===== src/rtl/truth_table_sequencer_if.sv =====
// Handshake and result bus between the truth-table sequencer and its consumer.
// The master side issues start/row_ready; the sequencer (slave) returns rows and tables.
interface truth_table_sequencer_if;
  logic       start;
  logic       row_ready;
  logic       busy;
  logic       row_valid;
  logic       row_x;
  logic       row_y;
  logic       row_fa;
  logic       row_fb;
  logic [3:0] table_a;
  logic [3:0] table_b;
  logic       done;

  modport master (
    output start, row_ready,
    input  busy, row_valid, row_x, row_y, row_fa, row_fb, table_a, table_b, done
  );

  modport slave (
    input  start, row_ready,
    output busy, row_valid, row_x, row_y, row_fa, row_fb, table_a, table_b, done
  );
endinterface


===== src/rtl/truth_table_sequencer.sv =====
// Sweeps all four {x,y} vectors through two gate functions, holding each vector
// STEP_DELAY cycles before sampling, and hands each row out over a valid/ready handshake.
module truth_table_sequencer_fa (
  input  logic i_x,
  input  logic i_y,
  output logic o_f
);
  assign o_f = ~i_x & i_y;
endmodule

module truth_table_sequencer_fb (
  input  logic i_x,
  input  logic i_y,
  output logic o_f
);
  assign o_f = ~i_x | ~i_y;
endmodule

module truth_table_sequencer #(
  parameter int STEP_DELAY = 1
) (
  input  logic                   clk,
  input  logic                   rst_n,
  truth_table_sequencer_if.slave bus
);

  typedef enum logic [1:0] {
    IDLE   = 2'd0,
    SETTLE = 2'd1,
    HOLD   = 2'd2,
    DONE   = 2'd3
  } state_t;

  localparam logic [3:0] LP_LAST_CNT = 4'(STEP_DELAY - 1);

  state_t     r_state;
  logic [1:0] r_idx;
  logic [3:0] r_cnt;
  logic       r_busy;
  logic       r_row_valid;
  logic       r_row_fa;
  logic       r_row_fb;
  logic [3:0] r_table_a;
  logic [3:0] r_table_b;
  logic       r_done;

  logic w_x;
  logic w_y;
  logic w_fa;
  logic w_fb;

  // The gates see the registered vector index directly, so x/y only move on a clock edge.
  assign w_x = r_idx[1];
  assign w_y = r_idx[0];

  truth_table_sequencer_fa u_fa (.i_x(w_x), .i_y(w_y), .o_f(w_fa));
  truth_table_sequencer_fb u_fb (.i_x(w_x), .i_y(w_y), .o_f(w_fb));

  always_ff @(posedge clk or negedge rst_n) begin
    if (!rst_n) begin
      r_state     <= IDLE;
      r_idx       <= 2'd0;
      r_cnt       <= 4'd0;
      r_busy      <= 1'b0;
      r_row_valid <= 1'b0;
      r_row_fa    <= 1'b0;
      r_row_fb    <= 1'b0;
      r_table_a   <= 4'd0;
      r_table_b   <= 4'd0;
      r_done      <= 1'b0;
    end else begin
      r_done <= 1'b0;
      case (r_state)
        IDLE: begin
          if (bus.start) begin
            r_state   <= SETTLE;
            r_idx     <= 2'd0;
            r_cnt     <= 4'd0;
            r_table_a <= 4'd0;
            r_table_b <= 4'd0;
            r_busy    <= 1'b1;
          end
        end
        SETTLE: begin
          if (r_cnt == LP_LAST_CNT) begin
            r_row_fa         <= w_fa;
            r_row_fb         <= w_fb;
            r_table_a[r_idx] <= w_fa;
            r_table_b[r_idx] <= w_fb;
            r_row_valid      <= 1'b1;
            r_state          <= HOLD;
          end else begin
            r_cnt <= r_cnt + 4'd1;
          end
        end
        HOLD: begin
          if (bus.row_ready) begin
            r_row_valid <= 1'b0;
            // Index stops at 3 on the last row; it is only re-zeroed by the next start.
            if (r_idx != 2'd3) begin
              r_idx   <= r_idx + 2'd1;
              r_cnt   <= 4'd0;
              r_state <= SETTLE;
            end else begin
              r_done  <= 1'b1;
              r_state <= DONE;
            end
          end
        end
        DONE: begin
          r_busy  <= 1'b0;
          r_state <= IDLE;
        end
        default: r_state <= IDLE;
      endcase
    end
  end

  assign bus.busy      = r_busy;
  assign bus.row_valid = r_row_valid;
  assign bus.row_x     = w_x;
  assign bus.row_y     = w_y;
  assign bus.row_fa    = r_row_fa;
  assign bus.row_fb    = r_row_fb;
  assign bus.table_a   = r_table_a;
  assign bus.table_b   = r_table_b;
  assign bus.done      = r_done;

endmodule


===== src/flat_wrapper.sv =====
// flat-port wrapper written by rule: the top's interface ports become plain ports
module truth_table_sequencer_flat 
#(
  parameter int STEP_DELAY = 1
)
  (clk, rst_n, bus_start, bus_row_ready, bus_busy, bus_row_valid, bus_row_x, bus_row_y, bus_row_fa, bus_row_fb, bus_table_a, bus_table_b, bus_done);
  truth_table_sequencer_if bus_i ();
  input  logic clk;
  input  logic rst_n;
  input wire logic [$bits(bus_i.start)-1:0] bus_start;
  input wire logic [$bits(bus_i.row_ready)-1:0] bus_row_ready;
  output wire logic [$bits(bus_i.busy)-1:0] bus_busy;
  output wire logic [$bits(bus_i.row_valid)-1:0] bus_row_valid;
  output wire logic [$bits(bus_i.row_x)-1:0] bus_row_x;
  output wire logic [$bits(bus_i.row_y)-1:0] bus_row_y;
  output wire logic [$bits(bus_i.row_fa)-1:0] bus_row_fa;
  output wire logic [$bits(bus_i.row_fb)-1:0] bus_row_fb;
  output wire logic [$bits(bus_i.table_a)-1:0] bus_table_a;
  output wire logic [$bits(bus_i.table_b)-1:0] bus_table_b;
  output wire logic [$bits(bus_i.done)-1:0] bus_done;
  assign bus_i.start = bus_start;
  assign bus_i.row_ready = bus_row_ready;
  assign bus_busy = bus_i.busy;
  assign bus_row_valid = bus_i.row_valid;
  assign bus_row_x = bus_i.row_x;
  assign bus_row_y = bus_i.row_y;
  assign bus_row_fa = bus_i.row_fa;
  assign bus_row_fb = bus_i.row_fb;
  assign bus_table_a = bus_i.table_a;
  assign bus_table_b = bus_i.table_b;
  assign bus_done = bus_i.done;
  truth_table_sequencer #(.STEP_DELAY(STEP_DELAY)) u_core (.clk(clk), .rst_n(rst_n), .bus(bus_i));
endmodule

===== config.mk =====
export PLATFORM = sky130hd
export DESIGN_NAME = truth_table_sequencer_flat
export DESIGN_NICKNAME = d
export VERILOG_FILES = /design/src/rtl/truth_table_sequencer_if.sv /design/src/rtl/truth_table_sequencer.sv /design/src/flat_wrapper.sv
export SDC_FILE = /design/constraint.sdc
export NUM_CORES = 1
export LEC_CHECK = 0
export ABC_CLOCK_PERIOD_IN_PS = 1800
export CORE_ASPECT_RATIO = 1.1
export CORE_MARGIN = 4
export CORE_UTILIZATION = 50
export CTS_CLUSTER_SIZE = 14
export DETAILED_ROUTE_END_ITERATION = 6
export PLACE_DENSITY = 0.89
export SLEW_MARGIN = 0
export SYNTH_ARGS = -nofsm -noshare
export SYNTH_HDL_FRONTEND = slang
export SYNTH_SLANG_ARGS = --single-unit

===== constraint.sdc =====
create_clock -name clk -period 1.8 [get_ports clk]
set_input_delay 0.18 -clock clk [delete_from_list [all_inputs] [get_ports clk]]
set_output_delay 0.18 -clock clk [all_outputs]
set_load 0.005 [all_outputs]

# After elaboration in Yosys (flattened, before gate mapping)
# Cells that the tools add are included.
# op_classes
add_sub_neg	2
order_cmp	2
eq_ne	9
mux	30
bitwise	4
n_reduce_logical	15
# op_table
cell	n
$mux W4	6
$pmux W4 S2	2
$mux W2	7
$pmux W4 S3	1
$reduce_and A3 Y1	3
$bwmux W4	2
$ne A2 B2 Y1 const B	4
$pmux W2 S4	1
$reduce_bool A2 Y1	4
$mux W1	7
$reduce_and A5 Y1	1
$add A4 B1 Y4 const B	1
$eq A2 B2 Y1 const B	2
$logic_not A4 Y1	1
$ne A2 B1 Y1 const B	2
$pmux W1 S2	2
$pmux W2 S2	1
$reduce_and A2 Y1	2
$reduce_and A4 Y1	1
$lt A2 B3 Y1 const B	1
$reduce_bool A3 Y1	1
$add A2 B1 Y2 const B	1
$demux W1 S2	1
$eq A2 B1 Y1 const B	1
other kinds (6)	7
# totals
register_bits	21
input_bits	4

# Logic depth before layout (Yosys ltp)
# Gate-level depths: netlist (run 1).
# depth
word_depth	7
ltp_mapped	7
mapped_depth_nobuf	6

# Hierarchy
# Synthesis (run 1) repeated with hierarchy kept, for this count alone.
# unflattened
hier_cells	99
hier_area_um2	1067.3
# modules_own_cells
module	instances	cells_each	area_each_um2	seq_area_each_um2
truth_table_sequencer	1	97	1049.8	525.5
truth_table_sequencer_fa	1	1	13.8	0.0
truth_table_sequencer_fb	1	1	3.8	0.0

# Worst setup path after synthesis (run 1)
# Ideal clock, no wire load.
# synth_timing
path_kind	register to register
start	register u_core.r_cnt[0]
end	register u_core.r_table_a[2], in the netlist u_core.bus.table_a[2]
setup_time_ps	120
arrival_ps	1415
slack_ps	266
path_stages_with_launch	8
path_buffers	1
cell_sequence	dfrtp_1 > inv_1 > ha_1 > nor4b_2 > and2_1 > buf_6 > and3_2 > a31o_1
# synth_via
elab_chain_cells	3
# synth_lines
item	line	source
start: declaration	truth_table_sequencer.sv:38	logic [3:0] r_cnt;
start signal: assignment	truth_table_sequencer.sv:93	r_cnt <= r_cnt + 4'd1;
$logic_not A4 Y1	truth_table_sequencer.sv:85	if (r_cnt == LP_LAST_CNT) begin
$ne A2 B1 Y1 (no source line)	--	
$reduce_and A3 Y1 (no source line)	--	
end signal: indexed assignment	truth_table_sequencer.sv:88	r_table_a[r_idx] <= w_fa;
end: declaration	truth_table_sequencer.sv:43	logic [3:0] r_table_a;
# No other way between the ends.
# A chain may end at the register's enable or synchronous reset.

# Worst setup path after layout (run 1)
# layout_timing
start	register u_core.r_cnt[0]
end	register u_core.r_table_b[2], in the netlist u_core.bus.table_b[2]
# layout_via
elab_chain_cells	3
# layout_lines
item	line	source
$logic_not A4 Y1	truth_table_sequencer.sv:85	
$ne A2 B1 Y1 (no source line)	--	
$reduce_and A3 Y1 (no source line)	--	
end signal: indexed assignment	truth_table_sequencer.sv:89	r_table_b[r_idx] <= w_fb;
end: declaration	truth_table_sequencer.sv:44	logic [3:0] r_table_b;
# No other way between the ends.

==> out/qor.csv, run 1 <==
metric,value,unit
Final nets,138,
Layout area overhead,21.8,%
vias in the first global route,750,
ys async rst share,1.00,
unrepaired setup endpoints after global routing,false,
synthesized instance count,105,
PortBufs,17,
final setup vio count,0,
P per Cell Area,1330,mW/mm^2
synth cell count leaders,"dfrtp_1, nand2_1, ha_1, inv_1, o21ai_0",
Worst R2R Setup Slack,160,ps
Initial Util,0.552,
type of the most critical hold path,in -> async,
CTS H-tree lvls,1,
Reg power frac,0.414,
Yosys cell types,31,
status,finished clean,
antenna violations before repair,0,
hpwl dp,1.47,mm
Yosys warnings,0,
period utilisation layout,0.913,
share of layout cells above drive strength 1,0.0887,
setup TNS,0,ps
CP Class,reg -> reg,
most frequent cell after synthesis,dfrtp_1,
height of the die,55.5,um
post-route ant nets,0,
TritonCTS clock tree,built,
synthesized area per cell,9.78,um^2
clk buf depth,2,
Fin. Hold Viols,0,
max-slew violations,0,
NetSw,634,uW
Clock Sinks,20,
DRC viols,0,
Max Cap Violations,0,
clk root buf,clkbuf_4,
DRC marker count from the first detailed-route iteration,8,
diodes inserted,0,
post_cts resized,0,
Crit. End Element,flop,
die width,51.2,um
largest net degree at the start of global routing,21,
Internal Power,1.03,mW
grt ovf,0,
I/O Pins,19,
gr usage total,0.147,
Post-synth EDFFs,0,
dominant synthesized flop cell,dfrtp_1,
Final Skew,8.93,ps
share of the synthesized area in the top cell type,0.487,
Synthesized Nets,117,
Tmin final,1640,ps
"Clk Latency, worst-skew pair",300,ps
post-synth top area cell,dfrtp_1,
fin util,0.672,
CTS Buf Count,3,
crit-path max FO,8,
WP data required,1990,ps
Rows,16,
Comb power frac,0.461,
Worst setup SP type,flop,
cts-stage hold buffer count,0,
Routed WL,1.90,mm
Clock power frac,0.125,
DIE AREA,0.00284,mm^2
"Clk pin slew, worst setup/hold paths",110,ps
Core ar.,0.00186,mm^2
leakage,0.599,nW
vias per cell,5.17,
gpl congestion,0.812,
Switching Fraction,0.381,
Mapped Area,0.00103,mm^2
Synth area leaders,"dfrtp_1, ha_1, nand2_1",
VDD IR-drop max,0.000699,V
drt wl/cell,12.6,um
"Seq/Total Area, Yosys",0.487,
first-pass GRT wire length,3.30,mm
Worst Path Arrival,1830,ps
DR vias,781,
post-CTS setup repair buffer count,0,
first drt pass iteration count,4,
fmax,609,MHz
synthesized flop and latch total,20,
==> sequential cells by signal (all words and copies together) (netlist names) <==
name and count:
u_core.bus.row_fa 1, u_core.bus.row_valid 1, u_core.bus.busy 1, u_core.r_state 2, u_core.r_idx 2, u_core.bus.table_b 3
u_core.bus.row_fb 1, u_core.bus.table_a 4, u_core.r_cnt 4, u_core.bus.done 1
==> path summary, 6_finish.rpt <==
check / depth (start not counted) / to / from
max: 6 / u_core.bus.table_b[2]$_DFFE_PN0P_ / u_core.r_cnt[0]$_DFFE_PN0P_
min: 2 / u_core.bus.table_b[1]$_DFFE_PN0P_ / rst_n
max reg2reg: 6 / u_core.bus.table_b[2]$_DFFE_PN0P_ / u_core.r_cnt[0]$_DFFE_PN0P_
min reg2reg: 2 / u_core.bus.table_a[1]$_DFFE_PN0P_ / u_core.bus.table_a[1]$_DFFE_PN0P_
max in group asynchronous: 2 / u_core.bus.table_b[0]$_DFFE_PN0P_ / rst_n
min in group clk: 2 / u_core.bus.table_a[1]$_DFFE_PN0P_ / u_core.bus.table_a[1]$_DFFE_PN0P_
==> kinds of logic after synthesis <==
family                     Yosys count  share of synthesized area
other                                1                    0.00365
AOI/OAI and AO/OA                   23                      0.140
buffers and inverters               13                     0.0609
DFF                                 20                      0.487
and+or+nand+nor                     39                      0.202
adders and majority gates            8                     0.0974
xor gates and xnor gates             1                    0.00853
==> final cells by class <==
| class | instances | area [um^2] |
|---|---|---|
| Clock buffer | 3 | 22.5 |
| Fill cell | 169 | 611 |
| Inverter | 8 | 30.0 |
| Multi-Input combinational cell | 72 | 464 |
| Sequential cell | 20 | 500 |
| Tap cell | 27 | 33.8 |
| Timing Repair Buffer | 21 | 200 |
==> power by group through the flow <==
stage	registers (mW)	clock network, mW	logic (mW)
global placement	0.689	0	0.746
global route	0.713	0.234	0.863
CTS	0.688	0.216	0.780
detailed placement	0.698	0	0.775
finish	0.689	0.208	0.768
floorplan	0.679	0	0.469
==> layer usage <==
layer  global-route usage  share of wire  routed length, um  vias to the layer above
met5                    0              0                  0                        -
met1                0.179           0.45                850                      371
li1                     -              -                  -                      391
met4               0.0562          0.010                 19                        0
met2                0.254           0.50                958                       17
met3               0.0269          0.039                 74                        2
==> placed cells by master, fill, tap and decap left out, types with 2 or more instances in the layout <==
| master | synthesis | routed |
|---|---|---|
| ha_1 | 8 | 8 |
| clkbuf_4 | 0 | 3 |
| nor2b_1 | 2 | 2 |
| nor2_1 | 3 | 3 |
| clkdlybuf4s50_1 | 0 | 17 |
| a21oi_1 | 4 | 4 |
| and3_2 | 2 | 2 |
| or3b_1 | 2 | 2 |
| nand3_1 | 5 | 5 |
| nand2_1 | 18 | 18 |
| a31o_1 | 4 | 4 |
| inv_1 | 8 | 8 |
| dfrtp_1 | 20 | 20 |
| o21ai_1 | 3 | 3 |
| o21ai_0 | 7 | 7 |
| buf_4 | 1 | 4 |
==> stage by stage <==
stage	area, um^2	std cells	setup slack [ps]	power, mW	hold WS, ps
floorplan	1030	105	266	1.15	-116
global placement	1230	148	193	1.44	462
detailed placement	1230	148	166	1.47	481
CTS	1250	151	136	1.68	211
global route	1250	151	48.7	1.81	214
finish	1250	151	157	1.67	208
==> worst max-delay path: stages (launching register included) <==
cell and delay (ps):
dfrtp_1 430, inv_1 80, ha_1 170, nor4b_2 250
and2_1 310, nand2_2 80, a31o_1 220
No activity file was read; power rests on OpenSTA's default activity.
==> run 2: changes to the inputs <==
--- a/config.mk
+++ b/config.mk
@@ -9,7 +9,7 @@
 export CORE_ASPECT_RATIO = 1.1
 export CORE_MARGIN = 4
 export CORE_UTILIZATION = 50
-export CTS_CLUSTER_SIZE = 14
+export CTS_CLUSTER_SIZE = 25
 export DETAILED_ROUTE_END_ITERATION = 6
 export PLACE_DENSITY = 0.89
 export SLEW_MARGIN = 0
==> results of run 2 <==
Final layout, timing and power as in run 1 (identical DEF).
==> run 3: changes to the inputs <==
--- a/config.mk
+++ b/config.mk
@@ -8,11 +8,12 @@
 export ABC_CLOCK_PERIOD_IN_PS = 1800
 export CORE_ASPECT_RATIO = 1.1
 export CORE_MARGIN = 4
-export CORE_UTILIZATION = 50
+export CORE_UTILIZATION = 51
 export CTS_CLUSTER_SIZE = 25
 export DETAILED_ROUTE_END_ITERATION = 6
-export PLACE_DENSITY = 0.89
+export PLACE_DENSITY = 0.9
 export SLEW_MARGIN = 0
 export SYNTH_ARGS = -nofsm -noshare
 export SYNTH_HDL_FRONTEND = slang
+export SYNTH_HIERARCHICAL = 1
 export SYNTH_SLANG_ARGS = --single-unit
==> run 3 against run 2 <==
  * Design area rose by 4.9%
  * Worst hold slack got worse by 5.6 ps
  * Power rose by 3.9%
  * Count of clock-buffer cells in the layout did not move
  * Critical path type is now reg -> out
  * Largest power group unchanged
  * Highest routed layer unchanged
==> out/qor.csv, run 3 <==
metric,value,unit
status,finished clean,
fmax,648,MHz
Worst R2R End,u_core/bus.row_fb$_DFFE_PN0P_,
final setup vio count,0,
most frequent cell after synthesis,dfrtp_1,
fin worst setup slack,256,ps
"Clk Latency, worst-skew pair",300,ps
Synth area leaders,"dfrtp_1, mux2i_1, ha_1",
Core ar.,0.00200,mm^2
Design Power,1.73,mW
Worst setup SP type,flop,
VDD IR-drop max,0.000731,V
Clock Sinks,21,
P per Cell Area,1320,mW/mm^2
DRC viols,0,
CTS Buf Count,3,
FILL cells,173,
Worst Path Buf+Inv,1,
antenna violations before repair,0,
Worst R2R Setup Slack,260,ps
vias per cell,5.18,
crit-path max FO,6,
die width,51.6,um
Final nets,133,
vias in the first global route,836,
WP data required,1620,ps
CP Class,reg -> out,
post_cts resized,0,
Synthesized Nets,109,
cts-stage hold buffer count,0,
Fin. Hold Viols,0,
leakage,0.624,nW
synthesized flop and latch total,21,
post-route ant nets,0,
DR vias,777,
synth cell count leaders,"dfrtp_1, nand2_1, mux2i_1",
R2R cell count,6,
TritonCTS clock tree,built,
max-slew violations,0,
drt wl/cell,13.7,um
hpwl dp,1.59,mm
CTS H-tree lvls,1,
synthesized instance count,99,
Final Skew,2.86,ps
type of the most critical hold path,in -> async,
period utilisation layout,0.858,
post-CTS setup repair buffer count,0,
gr usage total,0.163,
first-pass GRT wire length,3.66,mm
Critical-path top delay cell,clkdlybuf4s50_1,
diodes inserted,0,
Crit. End Element,primary output,
setup TNS,0,ps
"Seq/Total Area, Yosys",0.492,
dominant synthesized flop cell,dfrtp_1,
largest net degree at the start of global routing,22,
"Clk pin slew, worst setup/hold paths",120,ps
Tmin final,1540,ps
Worst path max stage delay,560,ps
Yosys cell types,26,
"leading cell types in the layout, fill and taps excluded","dfrtp_1, clkdlybuf4s50_1, nand2_1, mux2i_1, inv_1",
Max Cap Violations,0,
Rows,17,
Post-synth EDFFs,0,
Top delay family on crit path,buffers and inverters,
first drt pass iteration count,4,
clk root buf,clkbuf_4,
PortBufs,18,
height of the die,56.0,um
share of the synthesized area in the top cell type,0.492,
Yosys warnings,6,
Mapped Area,0.00107,mm^2
clk buf depth,2,
CP Cell Sequence,clkdlybuf4s50_1,
gpl congestion,0.792,
Initial Util,0.534,
DIE AREA,0.00289,mm^2
DRC marker count from the first detailed-route iteration,10,
unrepaired setup endpoints after global routing,false,
Layout area overhead,23.0,%
synthesized area per cell,10.8,um^2
Routed WL,2.05,mm
ys async rst share,1.00,
Rel. slew slack,0.797,
Worst Path Arrival,1360,ps
share of layout cells above drive strength 1,0.107,
Worst-Margin Slew,304,ps
I/O Pins,19,
R2R Path Start,u_core/r_cnt[0]$_DFFE_PN0P_,
post-synth top area cell,dfrtp_1,
Worst Setup Slack post-DPL,233,ps
"commonest non-fill, non-tap cell in the layout",dfrtp_1,
grt ovf,0,
-- run 3: cell types whose count changed after synthesis, sizes merged, moves of 2 or more --
cell and change:
mux2i +9, nor2b +2, ha -2, o2bb2ai +2, and3 -2, mux2 +2, o21ai -4, nand2 -5
a31o -4
-- run 3: worst max path at each step --
stage,startpoint,end,depth (start not counted)
6_report,u_core/r_idx[1]$_DFFE_PN0P_,bus_row_x,1
3_3_place_gp,bus_start,u_core/r_cnt[2]$_DFFE_PN0P_,4
3_5_place_dp,bus_start,u_core/r_cnt[2]$_DFFE_PN0P_,4
2_1_floorplan,u_core/r_state[1]$_DFFE_PN0P_,u_core/r_cnt[2]$_DFFE_PN0P_,5
5_1_grt,u_core/r_cnt[0]$_DFFE_PN0P_,u_core/bus.row_fa$_DFFE_PN0P_,6
4_1_cts,u_core/r_idx[1]$_DFFE_PN0P_,bus_row_x,1
-- run 3: cell type report --
| cell class | instances | area [um^2] | area share |
|---|---|---|---|
| Sequential cell | 21 | 526 | 0.400 |
| Multi-Input combinational cell | 66 | 477 | 0.363 |
| Timing Repair Buffer | 23 | 218 | 0.166 |
| Tap cell | 28 | 35.0 | 0.0267 |
| Inverter | 8 | 30.0 | 0.0229 |
| Clock buffer | 3 | 22.5 | 0.0172 |
| Clock inverter | 1 | 5.00 | 0.00381 |
-- run 3: logic make-up (layout without fill, tap and decap cells) --
| logic type | after synthesis | in the layout | share of synthesized area |
|---|---|---|---|
| XOR/XNOR | 1 | 1 | 0.00821 |
| AO/OA/AOI/OAI | 16 | 16 | 0.108 |
| multiplexers | 11 | 11 | 0.106 |
| buffers and inverters | 12 | 35 | 0.0610 |
| AND/OR/NAND/NOR | 32 | 32 | 0.155 |
| adder cells (fa/ha/maj) | 6 | 6 | 0.0703 |
| flip-flops | 21 | 21 | 0.492 |
-- run 3: power by group --
part	leakage [nW]	total (mW)	internal (mW)	switching (mW)
logic	0.333	0.780	0.410	0.369
clock network	0.0177	0.223	0.0827	0.140
registers	0.274	0.728	0.597	0.131
-- run 3: routing by layer --
layer	vias up	part of all wire	global-route usage
li1	381	-	-
met1	385	0.43	0.204
met2	9	0.53	0.280
met3	2	0.028	0.0322
met4	0	0.0078	0.0449
met5	-	0	0
-- run 3: metrics by stage --
| step | utilization | cell area (um^2) | cells | hold slack (ps) |
|---|---|---|---|---|
| 2_1_floorplan | - | 1070 | 99 | -116 |
| 3_3_place_gp | 0.643 | 1280 | 146 | 493 |
| 3_5_place_dp | 0.643 | 1280 | 146 | 496 |
| 4_1_cts | 0.656 | 1310 | 150 | 212 |
| 5_1_grt | 0.656 | 1310 | 150 | 218 |
| 6_report | 0.656 | 1310 | 150 | 202 |
